===== config.mk =====
export PLATFORM = sky130hd
export DESIGN_NAME = resource_arbiter
export DESIGN_NICKNAME = d
export VERILOG_FILES = /design/src/rtl/resource_arbiter_pkg.sv /design/src/rtl/resource_arbiter_rr_mask_select.sv /design/src/rtl/resource_arbiter.sv
export SDC_FILE = /design/constraint.sdc
export NUM_CORES = 1
export LEC_CHECK = 0
export CAP_MARGIN = 15
export CELL_PAD_IN_SITES_DETAIL_PLACEMENT = 0
export CELL_PAD_IN_SITES_GLOBAL_PLACEMENT = 1
export CORE_MARGIN = 5
export CORE_UTILIZATION = 33
export DETAILED_ROUTE_END_ITERATION = 7
export PLACE_DENSITY_LB_ADDON = 0.25
export REMOVE_ABC_BUFFERS = 1
export SETUP_SLACK_MARGIN = 0.2
export SKIP_LAST_GASP = 1
export SLEW_MARGIN = 10
export SYNTH_ARGS = -nofsm -noshare
export SYNTH_HDL_FRONTEND = slang
export SYNTH_SLANG_ARGS = --single-unit
export TNS_END_PERCENT = 5

===== constraint.sdc =====
create_clock -name clk -period 2.1 [get_ports clk]
set_input_delay 0.63 -clock clk [delete_from_list [all_inputs] [get_ports clk]]
set_output_delay 0.63 -clock clk [all_outputs]
set_load 0.01 [all_outputs]

===== src/rtl/resource_arbiter_pkg.sv =====
// ============================================================================
// Module  : resource_arbiter_pkg
// Brief   : Shared state encoding for the round-robin resource arbiter.
// Revision: 1.0 - initial release
// ============================================================================
`default_nettype none

package resource_arbiter_pkg;

   typedef enum logic [1:0] {
      ARB_IDLE = 2'd0,
      ARB_HOLD = 2'd1,
      ARB_GAP  = 2'd2
   } arb_state_t;

endpackage

`default_nettype wire


===== src/rtl/resource_arbiter_rr_mask_select.sv =====
// ============================================================================
// Module  : rr_mask_select
// Brief   : Combinational round-robin pick: first request at index >= ptr,
//           wrapping to the lowest request otherwise.
// Revision: 1.0 - initial release
// ============================================================================
`default_nettype none

module rr_mask_select
   import resource_arbiter_pkg::*;
#(
   parameter int WIDTH = 8,
   parameter int ID_W  = 3
) (
   input  logic [WIDTH-1:0] requests,
   input  logic [ID_W-1:0]  ptr,
   output logic [ID_W-1:0]  winner,
   output logic             valid
);

   logic [ID_W-1:0] w_hi_idx;
   logic [ID_W-1:0] w_lo_idx;
   logic            w_hi_valid;
   logic            w_lo_valid;

   // Scan downward so the lowest qualifying index is the last one written.
   always_comb begin
      w_hi_idx   = '0;
      w_lo_idx   = '0;
      w_hi_valid = 1'b0;
      w_lo_valid = 1'b0;
      for (int i = WIDTH - 1; i >= 0; i--) begin
         if (requests[i]) begin
            w_lo_idx   = ID_W'(i);
            w_lo_valid = 1'b1;
            if (ID_W'(i) >= ptr) begin
               w_hi_idx   = ID_W'(i);
               w_hi_valid = 1'b1;
            end
         end
      end
   end

   assign winner = w_hi_valid ? w_hi_idx : w_lo_idx;
   assign valid  = w_lo_valid;

endmodule

`default_nettype wire


===== src/rtl/resource_arbiter.sv =====
// ============================================================================
// Module  : resource_arbiter
// Brief   : Round-robin arbiter with grant hold, watchdog revoke and one dead
//           cycle between owners.
// Revision: 1.0 - initial release
// ============================================================================
`default_nettype none

module resource_arbiter
   import resource_arbiter_pkg::*;
#(
   parameter int WIDTH   = 8,
   parameter int ID_W    = 3,
   parameter int TO_W    = 16,
   parameter int TIMEOUT = 0
) (
   input  logic             clk,
   input  logic             rst,
   input  logic             enable,
   input  logic [WIDTH-1:0] requests,
   output logic [WIDTH-1:0] grants,
   output logic             granted,
   output logic [ID_W-1:0]  grant_id,
   output logic             timeout,
   output logic [ID_W-1:0]  timeout_id
);

   localparam logic [WIDTH-1:0] c_ONE     = WIDTH'(1);
   localparam logic [ID_W-1:0]  c_LAST_ID = ID_W'(WIDTH - 1);
   localparam logic [TO_W-1:0]  c_TO_LAST = TO_W'(TIMEOUT - 1);
   localparam bit               c_WD_EN   = (TIMEOUT != 0);

   arb_state_t       r_state;
   logic [ID_W-1:0]  r_ptr;
   logic [TO_W-1:0]  r_count;
   logic [WIDTH-1:0] r_grants;
   logic [ID_W-1:0]  r_grant_id;
   logic             r_timeout;
   logic [ID_W-1:0]  r_timeout_id;
   logic [ID_W-1:0]  w_winner;
   logic             w_valid;

   rr_mask_select #(
      .WIDTH (WIDTH),
      .ID_W  (ID_W)
   ) u_select (
      .requests (requests),
      .ptr      (r_ptr),
      .winner   (w_winner),
      .valid    (w_valid)
   );

   always_ff @(posedge clk) begin
      if (rst) begin
         r_state      <= ARB_IDLE;
         r_ptr        <= '0;
         r_count      <= '0;
         r_grants     <= '0;
         r_grant_id   <= '0;
         r_timeout    <= 1'b0;
         r_timeout_id <= '0;
      end else begin
         r_timeout <= 1'b0;
         case (r_state)
            ARB_HOLD: begin
               if (r_count != '1) begin
                  r_count <= r_count + TO_W'(1);
               end
               // Release takes priority over a coincident watchdog expiry.
               if (!requests[r_grant_id]) begin
                  r_grants   <= '0;
                  r_grant_id <= '0;
                  r_state    <= ARB_GAP;
               end else if (c_WD_EN && (r_count == c_TO_LAST)) begin
                  r_grants     <= '0;
                  r_grant_id   <= '0;
                  r_timeout    <= 1'b1;
                  r_timeout_id <= r_grant_id;
                  r_state      <= ARB_GAP;
               end
            end
            default: begin
               if (enable && w_valid) begin
                  r_grants   <= c_ONE << w_winner;
                  r_grant_id <= w_winner;
                  r_ptr      <= (w_winner == c_LAST_ID) ? '0 : w_winner + ID_W'(1);
                  r_count    <= '0;
                  r_state    <= ARB_HOLD;
               end else begin
                  r_state <= ARB_IDLE;
               end
            end
         endcase
      end
   end

   assign grants     = r_grants;
   assign granted    = |r_grants;
   assign grant_id   = r_grant_id;
   assign timeout    = r_timeout;
   assign timeout_id = r_timeout_id;

endmodule

`default_nettype wire


# Word level (Yosys, flattened, before mapping)
# Cells that the tools add are included.
totals:
  reg_bits: 16
  latchBits: 0
  ramBits: 0
  mem_bits_ro: 0
  in_bits: 11
  out_inout_bits: 16
  n_memories: 0
op_classes:
  addsub: 1
  multipliers: 0
  div: 0
  n_lt_le_gt_ge: 9
  n_eq_ne: 3
  n_shift: 1
  muxes: 61
  bitwise: 1
  n_reduce_logical: 5
ops:
  columns: ["operator", "count"]
  rows:
  - ["2-to-1 mux 3 bit", 29]
  - ["2-to-1 mux 1 bit", 26]
  - ["2-to-1 mux 8 bit", 3]
  - [">= comparator 3 bit, first input constant", 4]
  - ["OR reduction 8 bit", 1]
  - ["left shift 1 x 3 -> 8 bit, first input constant", 1]
  - [">= comparator 1 x 3 -> 1 bit, first input constant", 2]
  - [">= comparator 2 x 3 -> 1 bit, first input constant", 2]
  - ["< comparator 3 x 4 -> 1 bit, second input constant", 1]
  - ["2-to-1 mux 2 bit", 2]
  - ["AND reduction 2 bit", 2]
  - ["adder 3 x 1 -> 3 bit, second input constant", 1]
  - ["binary-select mux 1 bit (select 3 bit)", 1]
  - ["== test 3 bit, second input constant", 1]
  - ["== test 2 x 1 -> 1 bit, second input constant", 1]
  - ["inequality test 2 bit, second input constant", 1]
  - ["nonzero test 2 bit", 1]
  - ["logical AND 1 bit", 1]
  - ["NOT 1 bit", 1]

# Logic depth before layout (Yosys ltp)
depth:
  ltp_word: 21
  depth_mapped: 9

# Modules after synthesis
# Synthesis repeated with hierarchy kept, for this count alone.
unflattened:
  cells_unflattened: 127
  hier_area_um2: 1076.0
by_module_without_submodules:
  columns: ["module", "n_inst", "cells_each", "area_each_um2"]
  rows:
  - ["resource_arbiter", 1, 82, 810.8]
  - ["rr_mask_select", 1, 45, 265.3]

# Worst setup path before layout
# Ideal clock, no wire load.
synth_path:
  path_kind: "input to register"
  from: "input requests[6]"
  to: "register r_ptr[2]"
  setup_ps: 134
  t_arrival_ps: 2036
  required_ps: 1966
  slack_ps: -70
  path_stages: 8
  n_path_buf: 0
  path_cell_list: "or2_2 -> a211oi_1 -> o311ai_0 -> and3_1 -> ha_1 -> ha_1 -> nand2_1 -> a21oi_1"
synth_between:
  elab_chain_cells: 16
  word_cells_on_any_way: 46
synth_lines:
  columns: ["item", "line", "source"]
  rows:
  - ["start: declaration", "resource_arbiter.sv:20", "input logic [WIDTH-1:0] requests,"]
  - ["2-to-1 mux 3 bit or 2-to-1 mux 1 bit (tied branches)", "resource_arbiter_rr_mask_select.sv:33", "if (requests[i]) begin"]
  - ["2-to-1 mux 3 bit or 2-to-1 mux 1 bit (tied branches)", "resource_arbiter_rr_mask_select.sv:36", "if (ID_W'(i) >= ptr) begin"]
  - ["2-to-1 mux 3 bit or 2-to-1 mux 1 bit (tied branches)", "resource_arbiter_rr_mask_select.sv:33", null]
  - ["2-to-1 mux 3 bit or 2-to-1 mux 1 bit (tied branches)", "resource_arbiter_rr_mask_select.sv:36", null]
  - ["2-to-1 mux 3 bit or 2-to-1 mux 1 bit (tied branches)", "resource_arbiter_rr_mask_select.sv:33", null]
  - ["2-to-1 mux 3 bit or 2-to-1 mux 1 bit (tied branches)", "resource_arbiter_rr_mask_select.sv:36", null]
  - ["2-to-1 mux 3 bit or 2-to-1 mux 1 bit (tied branches)", "resource_arbiter_rr_mask_select.sv:33", null]
  - ["2-to-1 mux 3 bit or 2-to-1 mux 1 bit (tied branches)", "resource_arbiter_rr_mask_select.sv:36", null]
  - ["2-to-1 mux 3 bit or 2-to-1 mux 1 bit (tied branches)", "resource_arbiter_rr_mask_select.sv:33", null]
  - ["2-to-1 mux 3 bit or 2-to-1 mux 1 bit (tied branches)", "resource_arbiter_rr_mask_select.sv:36", null]
  - ["2-to-1 mux 3 bit or 2-to-1 mux 1 bit (tied branches)", "resource_arbiter_rr_mask_select.sv:33", null]
  - ["2-to-1 mux 3 bit or 2-to-1 mux 1 bit (tied branches)", "resource_arbiter_rr_mask_select.sv:36", null]
  - ["2-to-1 mux 3 bit or 2-to-1 mux 1 bit (tied branches)", "resource_arbiter_rr_mask_select.sv:33", null]
  - ["2-to-1 mux 3 bit", "resource_arbiter_rr_mask_select.sv:44", "assign winner = w_hi_valid ? w_hi_idx : w_lo_idx;"]
  - ["adder 3 x 1 -> 3 bit or == test 3 bit (tied branches)", "resource_arbiter.sv:86", "r_ptr <= (w_winner == c_LAST_ID) ? '0 : w_winner + ID_W'(1);"]
  - ["2-to-1 mux 3 bit", "resource_arbiter.sv:86", null]
  - ["end signal: assignment", "resource_arbiter.sv:86", null]
  - ["end: declaration", "resource_arbiter.sv:34", "logic [ID_W-1:0] r_ptr;"]
# Several ways; a longest one is shown, not always the timed one.
# A chain may end at the register's enable or synchronous reset.

# Final worst setup path
layout_path:
  from: "input requests[0]"
  to: "register r_grants[1] (netlist: grants[1])"
layout_between:
  elab_chain_cells: 5
  word_cells_on_any_way: 14
layout_lines:
  columns: ["item", "line", "source"]
  rows:
  - ["parallel branches: the longest is 5 deep, another holds binary-select mux 1 bit (select 3 bit)", null, null]
  - ["end signal: assignment", "resource_arbiter.sv:84", "r_grants <= c_ONE << w_winner;"]
  - ["end: declaration", "resource_arbiter.sv:36", "logic [WIDTH-1:0] r_grants;"]
# Parallel ways; which one is timed is not known. The select of a mux whose other input is x is not followed.

==> results.yml <==
cells_and_area:
  mostFrequentLayoutCells: "sky130_fd_sc_hd__buf_4, sky130_fd_sc_hd__clkdlybuf4s50_1, sky130_fd_sc_hd__dfxtp_1"
  synthToLayoutAreaGrowth_pct: 64.3
  final_cell_area_um2: 1910
  layout-drive-gt1-share: 0.480
  design.final.nets: 216
  fin_util: 0.568
  diodes_inserted: 0
  nFillCells: 341
  layout.cells.most_common: "sky130_fd_sc_hd__buf_4"
synth:
  ys_top_cells_by_area: "sky130_fd_sc_hd__dfxtp_1, sky130_fd_sc_hd__ha_1, sky130_fd_sc_hd__a21oi_1"
  yosysSeqAreaShare: 0.275
  synth_top_area_share: 0.275
  synthFlopType: "sky130_fd_sc_hd__dfxtp_1"
  postSynthRegisterBits: 16
  synthCells: 132
  synth_area_per_cell_um2: 8.82
  yosys.cell_types.count: 46
  post_synth_instance_area_um2: 1160
  synth-warning-count: 0
  synth_top_area_cell: "sky130_fd_sc_hd__dfxtp_1"
  synth-edff-count: 0
  async_sr_flop_fraction: 0
cts:
  ctsHtreeMaxLevel: 1
  path_clk_slew_ps: 100
  hold_fix_buffer_count_after_cts: 0
  cts_made_buffers: 3
  clockBufferDepth: 2
  cts_tree: "done"
  cts.sink_count: 16
  clock_latency_ps: 290
  clockRootBuffer: "sky130_fd_sc_hd__clkbuf_4"
route:
  via_count: 1216
  initialDrtViolationCount: 55
  avgRoutedWirePerCell_um: 14.6
  final_ant_viol_nets: 0
  drt_pass1_iterations: 4
  drt-total-wl_mm: 3.56
  residual_drc_count: 0
  vias_per_cell: 4.98
floorplanning:
  floorplan.initialDensity: 0.346
  io_pins: 27
  die_w_um: 69.4
  floorplan.die_area_um2: 4810
  row_count: 21
  die-height_um: 69.4
  core-area_um2: 3360
sta:
  timing_hold_violations_final: 0
  finalCritPeriodShare: 0.956
  timing.clock.skew_ps: 5.34
  totalNegativeSetupSlack_ps: 0
  achievable-frequency_ghz: 0.498
  post-route-worst-setup-slack_ps: 91.9
  min_period_ps: 2010
  setup_viol: 0
  finalMaxSlewViolations: 0
  grt_setup_unrepaired: "true"
global_route:
  grt_start_max_net_pins: 22
  number_of_antenna_violations_at_the_first_check_in_global_routing: 0
  grt_first_pass_wirelength_mm: 6.01
  global_route.peak_usage_layer: "met2"
  grt.met3_usage: 0.0333
  grt_remaining_overflow: 0
  gr-usage-met1: 0.159
  vias_in_the_first_global_route: 1381
  met2_track_utilization_from_global_routing: 0.282
  track_usage: 0.150
setup_path:
  critical_path_arrival_ps: 2210
  startpoint_type: "input port"
  worstPathMaxFanout: 4
  critPathKind: "input port to flop"
  cp-end-kind: "flop"
  timing.critical_path.required_ps: 2300
  setup.reg_to_reg.worst_slack_ps: 170
power_and_ir_drop:
  power.total_mw: 1.06
  vdd_ir_drop_max_uv: 280
  power-per-cell-area_nw_per_um2: 556
  cellLeakagePower_nw: 0.777
place:
  preCtsSetupSlack_ps: -652
  place.detailed.hpwl_mm: 2.56
  placement.cell_area_um2: 1650
  numPortBuffers: 22
  globalplace.congestion: 0.798
run:
  cap_violations: 0
hold_path:
  class_of_the_worst_hold_path: "flop to flop"
run_status:
  run_status: "completed"
[per-layer routing]
metal / routed length, um / vias to the layer above
li1: - / 612
met1: 1530 / 569
met2: 1780 / 29
met3: 165 / 6
met4: 80 / 0
met5: 0 / -
[power breakdown]
group          switching (mW)  internal [mW]  total (mW)
Clock                   0.100          0.106       0.206
Combinational           0.226          0.271       0.497
Sequential             0.0309          0.328       0.359
[final timing paths]
| check | from | end | cells after the start |
|---|---|---|---|
| hold / removal | grants[7] | grants[7] | 2 |
| setup reg to reg | r_ptr[1] | grants[1] | 8 |
| setup / recovery | requests[0] | grants[1] | 9 |
| hold reg to reg | grants[7] | grants[7] | 2 |
[layout make-up]
class	count	area [um2]	area share
clock buffer	4	36.3	0.0190
inverter	8	30.0	0.0157
multi-input combinational	101	887	0.464
sequential	16	327	0.171
tap	46	57.6	0.0301
timing repair buffer	69	574	0.300
[state kept, by name, indices dropped and copies added, names as in the netlist]
register  count
grant_id      3
grants        8
r_ptr         3
r_state       2
[Yosys cell counts (3+ instances only)]
cell type	instances
sky130_fd_sc_hd__nand2b_1	6
sky130_fd_sc_hd__a21oi_1	11
sky130_fd_sc_hd__inv_1	7
sky130_fd_sc_hd__nand4b_1	3
sky130_fd_sc_hd__dfxtp_1	16
sky130_fd_sc_hd__buf_4	5
sky130_fd_sc_hd__nor2_1	9
sky130_fd_sc_hd__a32oi_1	3
sky130_fd_sc_hd__a211oi_2	3
sky130_fd_sc_hd__ha_1	6
sky130_fd_sc_hd__nand2_1	10
sky130_fd_sc_hd__nand3_1	5
sky130_fd_sc_hd__o32ai_1	3
sky130_fd_sc_hd__clkbuf_1	3
[metrics by stage]
step	std cells	hold WS, ps
finish	244	514
floorplan	125	498
detailed placement	226	487
CTS	243	520
global route	244	537
global placement	226	487
[repair_timing]
item                                    in CTS  in global routing
setup buffers                               13                  1
resized for setup                           57                  6
endpoints found under the setup margin      20                 25
pin swaps                                   16                  5
[kinds of logic after synthesis]
family / synth area share
flops: 0.275
mux: 0.0473
compound gates: 0.260
fa+ha+maj: 0.0645
simple gates: 0.273
other cells: 0.00322
buf+inv: 0.0763
[critical path, cell delays in order]
cell and delay, ps:
sky130_fd_sc_hd__clkdlybuf4s15_1 200, sky130_fd_sc_hd__nor2b_2 170, sky130_fd_sc_hd__o21ai_1 170, sky130_fd_sc_hd__and4bb_2 290, sky130_fd_sc_hd__o2bb2ai_4 160, sky130_fd_sc_hd__buf_4 150
sky130_fd_sc_hd__ha_4 130, sky130_fd_sc_hd__nand2b_4 50, sky130_fd_sc_hd__o41ai_2 260
(Power assumes the default switching activity.)
